[src/rtl/ita_stream_pkg.sv]
// Shared definitions for the ITA activation stream serializer/deserializer pair.
package ita_stream_pkg;

    typedef enum logic [0:0] {
        S_IDLE,
        S_STREAM
    } ser_state_t;

    localparam int ACT_BITS_DEFAULT = 8;

endpackage

[src/rtl/vec_stream_serializer.sv]
// Captures a parallel activation vector into a shadow buffer and drains it as an
// element-serial valid/ready stream in index order, flagging the last element.
module vec_stream_serializer
    import ita_stream_pkg::*;
#(
    parameter  int VEC_DIM  = 64,
    parameter  int ACT_BITS = ACT_BITS_DEFAULT,
    localparam int IDX_W    = $clog2(VEC_DIM)
) (
    input  logic                clk,
    input  logic                rst,
    input  logic [ACT_BITS-1:0] vec_in [VEC_DIM],
    input  logic                vec_valid,
    output logic                vec_busy,
    output logic [ACT_BITS-1:0] m_data,
    output logic                m_valid,
    input  logic                m_ready,
    output logic                m_last,
    output logic [IDX_W-1:0]    m_index,
    output logic                overrun,
    input  logic                overrun_clr
);

    localparam logic [IDX_W-1:0] LAST_IDX = IDX_W'(VEC_DIM - 1);

    ser_state_t          state;
    ser_state_t          next_state;
    logic [IDX_W-1:0]    idx;
    logic [IDX_W-1:0]    next_idx;
    logic [ACT_BITS-1:0] shadow [VEC_DIM];
    logic                capture;
    logic                drop;
    logic                fire;
    logic                at_last;

    always_ff @(posedge clk or posedge rst) begin
        if (rst) begin
            state   <= S_IDLE;
            idx     <= '0;
            overrun <= 1'b0;
        end else begin
            state <= next_state;
            idx   <= next_idx;
            // a drop in the same cycle as a clear must leave the flag set
            if (drop)
                overrun <= 1'b1;
            else if (overrun_clr)
                overrun <= 1'b0;
        end
    end

    always_ff @(posedge clk) begin
        if (capture) begin
            for (int unsigned k = 0; k < VEC_DIM; k++)
                shadow[k] <= vec_in[k];
        end
    end

    always_comb begin
        next_state = state;
        next_idx   = idx;
        capture    = 1'b0;
        drop       = 1'b0;
        at_last    = (idx == LAST_IDX);
        fire       = (state == S_STREAM) && m_ready;

        case (state)
            S_IDLE: begin
                if (vec_valid) begin
                    capture    = 1'b1;
                    next_state = S_STREAM;
                    next_idx   = '0;
                end
            end
            S_STREAM: begin
                if (fire) begin
                    if (at_last) begin
                        next_idx = '0;
                        if (vec_valid)
                            capture = 1'b1;
                        else
                            next_state = S_IDLE;
                    end else begin
                        next_idx = idx + IDX_W'(1);
                    end
                end
                // only a final-beat handshake frees the buffer for a new vector
                drop = vec_valid && !capture;
            end
            default: begin
                next_state = S_IDLE;
                next_idx   = '0;
            end
        endcase
    end

    always_comb begin
        vec_busy = (state == S_STREAM);
        m_valid  = (state == S_STREAM);
        m_data   = m_valid ? shadow[idx] : '0;
        m_last   = m_valid && at_last;
        m_index  = idx;
    end

endmodule
[config.mk]
export PLATFORM = sky130hd
export DESIGN_NAME = vec_stream_serializer
export DESIGN_NICKNAME = d
export VERILOG_FILES = /design/src/rtl/ita_stream_pkg.sv /design/src/rtl/vec_stream_serializer.sv
export SDC_FILE = /design/constraint.sdc
export NUM_CORES = 1
export LEC_CHECK = 0
export ABC_AREA = 1
export CORE_ASPECT_RATIO = 0.6
export CORE_MARGIN = 8
export CORE_UTILIZATION = 30
export CTS_CLUSTER_DIAMETER = 60
export DETAILED_ROUTE_END_ITERATION = 10
export SETUP_SLACK_MARGIN = 0.1
export SYNTH_ARGS = -nofsm -noshare
export SYNTH_HDL_FRONTEND = slang
export SYNTH_SLANG_ARGS = --single-unit
[constraint.sdc]
create_clock -name clk -period 25.4 [get_ports clk]
set_input_delay 5.08 -clock clk [delete_from_list [all_inputs] [get_ports clk]]
set_output_delay 5.08 -clock clk [all_outputs]
set_load 0.05 [all_outputs]
* After elaboration in Yosys (flattened, before gate mapping) *
Memories as Yosys holds them, arrays and structs flattened.
Cells that the tools add are included.

word-level totals
  register bits = 8
  bits in writable memories = 512
  bits of input ports = 517
  output and inout bits = 18
  logic and storage cells = 33
  memories = 1

memories
  name    depth  bits a word  rd ports  clocked after memory_dff  write ports  RTL line                     source
  shadow  64     8            1         0                         64           vec_stream_serializer.sv:30  logic [ACT_BITS-1:0] shadow [VEC_DIM];

operators by class
  add/sub/neg operators = 1
  equal/unequal tests = 3
  multiplexer cells = 18
  bitwise gates (word level) = 1
  reduce and logical (&&, ||, !) cells = 6

operators by type and width
  operator             number
  $mux 6               3
  $pmux 6 s2           1
  $mux 1               11
  $mux 8               1
  $add 6x1->6 const B  1
  $eq 6x6->1 const B   1
  $pmux 1 s2           2
  $logic_and 1x1->1    3
  $ne 2x1->1 const B   1
  $ne 2x2->1 const B   1
  $reduce_and 2->1     1
  $reduce_bool 2->1    1
  $logic_not 1->1      1
  $not 1->1            1

* Logic depth before layout (Yosys ltp) *
Gate-level depths: netlist of run 1.

  depth in word-level cells = 8
  depth in mapped cells = 13
  depth with buffers taken out = 11

* Worst setup path after synthesis of run 1 *
OpenSTA, ideal clock, no wires.

  path kind = input to register
  start = input port m_ready
  end = memory shadow[0][0] in the netlist's numbering (enable)
  setup time = 1.397 ns
  arrival time = 26.589 ns
  path slack = -2.586 ns
  cell stages on the path = 4
  path buffers = 0
  cell sequence = inv_1 > o21ai_0 > inv_1 > nor2_1

RTL lines
  what         RTL line                     source
  from (decl)  vec_stream_serializer.sv:17  input logic m_ready,
  to (decl)    vec_stream_serializer.sv:30

* Worst setup path after layout of run 1 *
  start = register idx[0] (netlist: m_index[0])
  end = output port m_data[3]

on the way
  word-level cells in the longest chain between the ends = 2

ends and longest elaborated chain
  what                    RTL line                      source
  from (decl)             vec_stream_serializer.sv:28   logic [IDX_W-1:0] idx;
  from (signal assigned)  vec_stream_serializer.sv:43   idx <= next_idx;
  $mem_v2 64x8            --
  $mux 8                  vec_stream_serializer.sv:100  m_data = m_valid ? shadow[idx] : '0;
  to (decl)               vec_stream_serializer.sv:15   output logic [ACT_BITS-1:0] m_data,

No other way between the ends.

==> flow_summary.toml, run 1 <==
[finish]
final_cell_mix = "nand2_1 (754), clkdlybuf4s50_1 (534), edfxtp_1 (512)"
num-fill-cells = 6462
final_cells = 3262
nets = 2807
final_core_util = 0.4147
area_growth_pct = 37.69
drive_above_1_share = 0.04540
final_area_mm2 = 0.02880
layout_commonest_cell = "nand2_1"

[worst_setup_path]
worstPathRequired_ns = 20.32
r2r-start = "m_index[0]"
crit_start = "m_index[0]"
cp_num_buf_inv = 4
reg2reg_slack_ns = 20.03
slowest_delay_ns = 0.96
crit_family = "buffers and inverters"
cp_slowest_cell = "clkdlybuf4s50_1"
crit_top_cell = "nand2_1"
start_kind = "register"
criticalPathCategory = "reg2out"
crit_chain = "inv_8 > buf_4 > buf_4 > nand2_1 > nand2_1 > nand2_1 > nand2_1 > nor2_1 > nand2_1 > nand3_1 > nand3_1 > nand2_1 > nor2_1 > clkdlybuf4s50_1"
crit_fanout = 118
cp_data_arrival_time_ns = 6.06
cp-end-kind = "output port"

[detailed_routing]
avgViaCountPerCell = 4.743
drt-pass1-iter-count = 5
totalWireLength_um = 76120
postRouteAntennaNets = 0
vias = 15473
first_iter_violations = 1431
post_drt_wl_per_cell_um = 23.33
drcViolationCount = 0

[sta]
worstMarginPinSlew_ns = 1.307
finalWorstSetupSlack_ns = 14.26
fin_crit_sh = 0.4387
hold_viol_final = 0
finalSetupTns_ns = 0
rsz0062_at_grt = "no"
slew-limit-headroom = 0.1276
fmax_mhz = 89.75
setup_viol = 0
timing.clock.skew_ns = 0.01594
finalMaxSlewViolations = 0
min_period_ns = 11.14

[logic_synthesis]
ys_ff_latch = 520
netlist_area_mm2 = 0.02092
syn_area_per_cell_um2 = 11.70
yosysSeqAreaShare = 0.7446
yosys_warnings = 0
postSynthCellCount = 1788
synth_nets = 2306
synth_cell_types = 20

[clock_network]
cts_hold_buf = 0
clk_pin_slew_worst_paths_ns = 0.06
cts_setup_buffers = 0
clk_path_buf_depth = 3
clock-sinks = 520
cts_root_buf = "clkbuf_16"
ctsResizeCount = 0
clock_latency_ns = 0.61
numCtsBuffers = 54
h-tree-depth = 2
cts_tree = "done"

[worst_hold_path]
hold_class = "reg2reg"
hold_start = "overrun"

[job]
maxCapViolations = 0

[die]
row_count = 75
core_mm2 = 0.06944
die_width_um = 356.9
ios = 535
initial_core_util = 0.3012
die_h_um = 220.5
die_area_mm2 = 0.07870

[pwr]
p_per_area_mw_per_mm2 = 85.17
irDropWorstVdd_uv = 47.37
leakage_nw = 10.47

[place]
dpl.hpwl_um = 54110
pre_cts_ws_ns = 14.82
numPlacedInstances = 3157
placed_area_mm2 = 0.02707
io_buffers = 534
gp_congestion = 0.8236

[grt]
grt_first_pass_wirelength_um = 107500
grt_overflow = 0
grt_usage = 0.1863
grt_pass1_vias = 15905
grt.met3_usage = 0.05872
top_usage_layer = "met2"
grtUsageMet1 = 0.2524
use_met2 = 0.2920
grt_max_degree = 174
antenna_found_initial = 18

[run_status]
status = "completed"
worst min-delay path, cell delays in order (launching register included):
cell and delay (ns):
dfrtp_1 0.40, inv_1 0.07, o22ai_1 0.07
logic make-up after synthesis:
family,synth area share
flip-flops,0.7446
AND/OR/NAND/NOR,0.2076
adder cells (fa/ha/maj),0.0005981
XOR/XNOR,0.0008376
buffers and inverters,0.02638
AO/OA/AOI/OAI,0.01992
per-layer routing:
layer  share of wire  wire [µm]
met4           0.019       1476
met1            0.44      33140
met3           0.088       6704
met2            0.45      34630
met5          0.0021        160
registers in the layout, summed over array words and instances, names as in the netlist:
signal,cells
m_index,6
m_valid,1
overrun,1
shadow,512
power breakdown:
| group | total, mW | switching, mW | internal, mW |
|---|---|---|---|
| clock network | 0.776 | 0.342 | 0.434 |
| logic | 0.699 | 0.484 | 0.215 |
| registers | 0.978 | 0.0323 | 0.946 |
cells in the mapped netlist:
cell,instances,share of area
xor2_1,2,0.00084
dfrtp_1,8,0.0096
buf_2,72,0.017
clkbuf_1,16,0.0029
nand2_1,754,0.14
nor2_1,45,0.0081
clkinv_1,3,0.00054
a21oi_1,72,0.017
o22ai_1,5,0.0015
nand2_2,1,0.00030
edfxtp_1,512,0.74
inv_1,7,0.0013
buf_1,9,0.0016
buf_4,6,0.0022
inv_2,4,0.00072
nor3_1,8,0.0019
ha_1,1,0.00060
o21ai_0,5,0.0012
nand3_1,257,0.061
nor2_4,1,0.00054
cell type report:
| cell class | instances | area (µm²) | area share |
|---|---|---|---|
| clock inverters | 30 | 235.2 | 0.008168 |
| diodes | 3 | 7.507 | 0.0002607 |
| multi-input cells | 1151 | 4797 | 0.1666 |
| repair buffers | 548 | 5475 | 0.1901 |
| inverters | 14 | 62.56 | 0.002172 |
| flip-flops and latches | 520 | 15580 | 0.5411 |
| clock buffers | 72 | 1483 | 0.05148 |
| well taps | 924 | 1156 | 0.04014 |
metrics by stage:
stage | total power [mW] | hold slack (ns)
final | 2.453 | 0.5807
after global routing | 2.572 | 0.6190
after CTS | 2.489 | 0.5975
after detailed placement | 1.710 | 0.5881
after global placement | 1.713 | 0.5700
after floorplan | 1.338 | 0.7612
worst paths after layout:
check	endpoint	cells past startpoint
worst min-delay path	overrun	2
worst max-delay path	m_data[3]	14
min in group asynchronous	m_index[4]	2
worst min register to register	overrun	2
max in group asynchronous	m_index[0]	2
worst max register to register	shadow[17][1]	10
Note: power is estimated with default switching activity, not from simulation.
==> run 2: changes to the inputs <==
==> constraint.sdc (replaced) <==
create_clock -name clk -period 10.5 [get_ports clk]
set_input_delay 2.1 -clock clk [delete_from_list [all_inputs] [get_ports clk]]
set_output_delay 2.1 -clock clk [all_outputs]
set_load 0.05 [all_outputs]
==> run 2 against run 1 <==
Critical path depth down 4; total power up 140%; register-to-register slack worse by 14 ns; sequential power up 140%; first-iteration DRC count up 5.6%; clock-buffer cell count down 9; global-route usage down 0.25 points; wire length down 1.1%.
==> flow_summary.toml, run 2 (synthesis gave the netlist of run 1 again) <==
[clock_network]
cts_tree = "done"
clk_path_buf_depth = 3
clock_latency_ns = 0.61
clock-sinks = 520
numCtsBuffers = 53
clk_pin_slew_worst_paths_ns = 0.06
h-tree-depth = 2
ctsResizeCount = 0
cts_hold_buf = 0
cts_setup_buffers = 0
cts_root_buf = "clkbuf_16"

[worst_setup_path]
criticalPathCategory = "reg2out"
crit_start = "m_index[1]"
cp-end-kind = "output port"
start_kind = "register"
cp_data_arrival_time_ns = 5.39
slowest_delay_ns = 0.93
crit_top_cell = "nand3_1"
cp_slowest_cell = "clkdlybuf4s50_1"
ff2ff_path_depth = 10
worstPathRequired_ns = 8.40
crit_chain = "nand2_2 > inv_2 > buf_4 > nand2_1 > nand3_1 > nand3_1 > nand3_1 > nand2_1 > nor2_1 > clkdlybuf4s50_1"
r2r-start = "m_index[0]"
crit_fanout = 47

[pwr]
irDropWorstVdd_uv = 112.6
power_mw = 5.970
p_per_area_mw_per_mm2 = 206.5
leakage_nw = 10.53

[grt]
grt_first_pass_wirelength_um = 106300
grt_max_degree = 180
grt_usage = 0.1838
grt_pass1_vias = 15766
grt_overflow = 0
antenna_found_initial = 13

[sta]
setup_viol = 0
min_period_ns = 7.488
worstMarginPinSlew_ns = 1.219
fmax_mhz = 133.5
timing.clock.skew_ns = 0.01549
slew-limit-headroom = 0.1874
fin_crit_sh = 0.7132
holdWs_ns = 0.5388
finalSetupTns_ns = 0
hold_viol_final = 0
rsz0062_at_grt = "no"
finalMaxSlewViolations = 0

[finish]
area_growth_pct = 38.25
nets = 2807
regMostFlops = "shadow"
final_area_mm2 = 0.02892
drive_above_1_share = 0.04801
final_cell_mix = "nand2_1 (754), clkdlybuf4s50_1 (534), edfxtp_1 (512)"
final_core_util = 0.4164
largest_reg_flops = 512
layout_commonest_cell = "nand2_1"

[detailed_routing]
postRouteAntennaNets = 0
drcViolationCount = 0
vias = 15454
avgViaCountPerCell = 4.739
drt-pass1-iter-count = 5
totalWireLength_um = 75260
first_iter_violations = 1511
post_drt_wl_per_cell_um = 23.08

[die]
die_area_mm2 = 0.07870
core_mm2 = 0.06944
row_count = 75
die_h_um = 220.5
die_width_um = 356.9
initial_core_util = 0.3012
ios = 535

[worst_hold_path]
hold_start = "overrun"
hold_class = "reg2reg"
whs_path_depth = 2

[job]
maxCapViolations = 0

[place]
gp_congestion = 0.8036
placed_area_mm2 = 0.02712
dpl.hpwl_um = 54180
io_buffers = 534

[run_status]
status = "completed"
-- run 2: changes by cell type in the layout (fill, tap and decap cells not counted), sizes merged --
cell	delta
buf	+1
bufinv	+3
clkbuf	-9
clkinv	+6
clkinvlp	-2
diode	+1
inv	-1
-- run 2: cell type report --
type / instances / area, µm²
fill: 6491 / 40530
sequential: 520 / 15580
timing repair buffer: 549 / 5520
multi-input combinational: 1151 / 4797
clock buffer: 63 / 1426
tap: 924 / 1156
clock inverter: 36 / 360.3
inverter: 14 / 62.56
antenna: 4 / 10.01
-- run 2: routing by layer --
metal  routed length (µm)  track usage
met2                34210       0.2870
met4                 1169      0.03531
met1                33670       0.2603
met5                  120            0
met3                 6091      0.04706
-- run 2: power breakdown --
group          total [mW]  switching [mW]  internal [mW]  leakage [nW]
Combinational        1.68            1.15          0.522          4.97
Clock                1.94           0.834           1.10         0.873
Sequential           2.36          0.0673           2.29          4.69
-- run 2: through the flow --
stage | std cells | worst slack, ns
2_1_floorplan | 1788 | 0.1141
3_3_place_gp | 3158 | 3.579
3_5_place_dp | 3158 | 3.558
4_1_cts | 3257 | 2.897
5_1_grt | 3258 | 2.707
6_report | 3261 | 3.012
-- run 2: worst paths after layout --
check | end | slack (ns)
min in group asynchronous | overrun | 1.80
max in group asynchronous | m_index[1] | 8.38
worst max-delay path | m_data[1] | 3.01
worst max register to register | shadow[31][5] | 5.80
worst min register to register | overrun | 0.54
worst min-delay path | overrun | 0.54
-- run 2: critical path, delay by kind of cell, from the launching register on --
| kind | cells | cell delay [ns] |
|---|---|---|
| flops | 1 | 0.90 |
| buf+inv | 3 | 1.84 |
| simple gates | 7 | 1.95 |
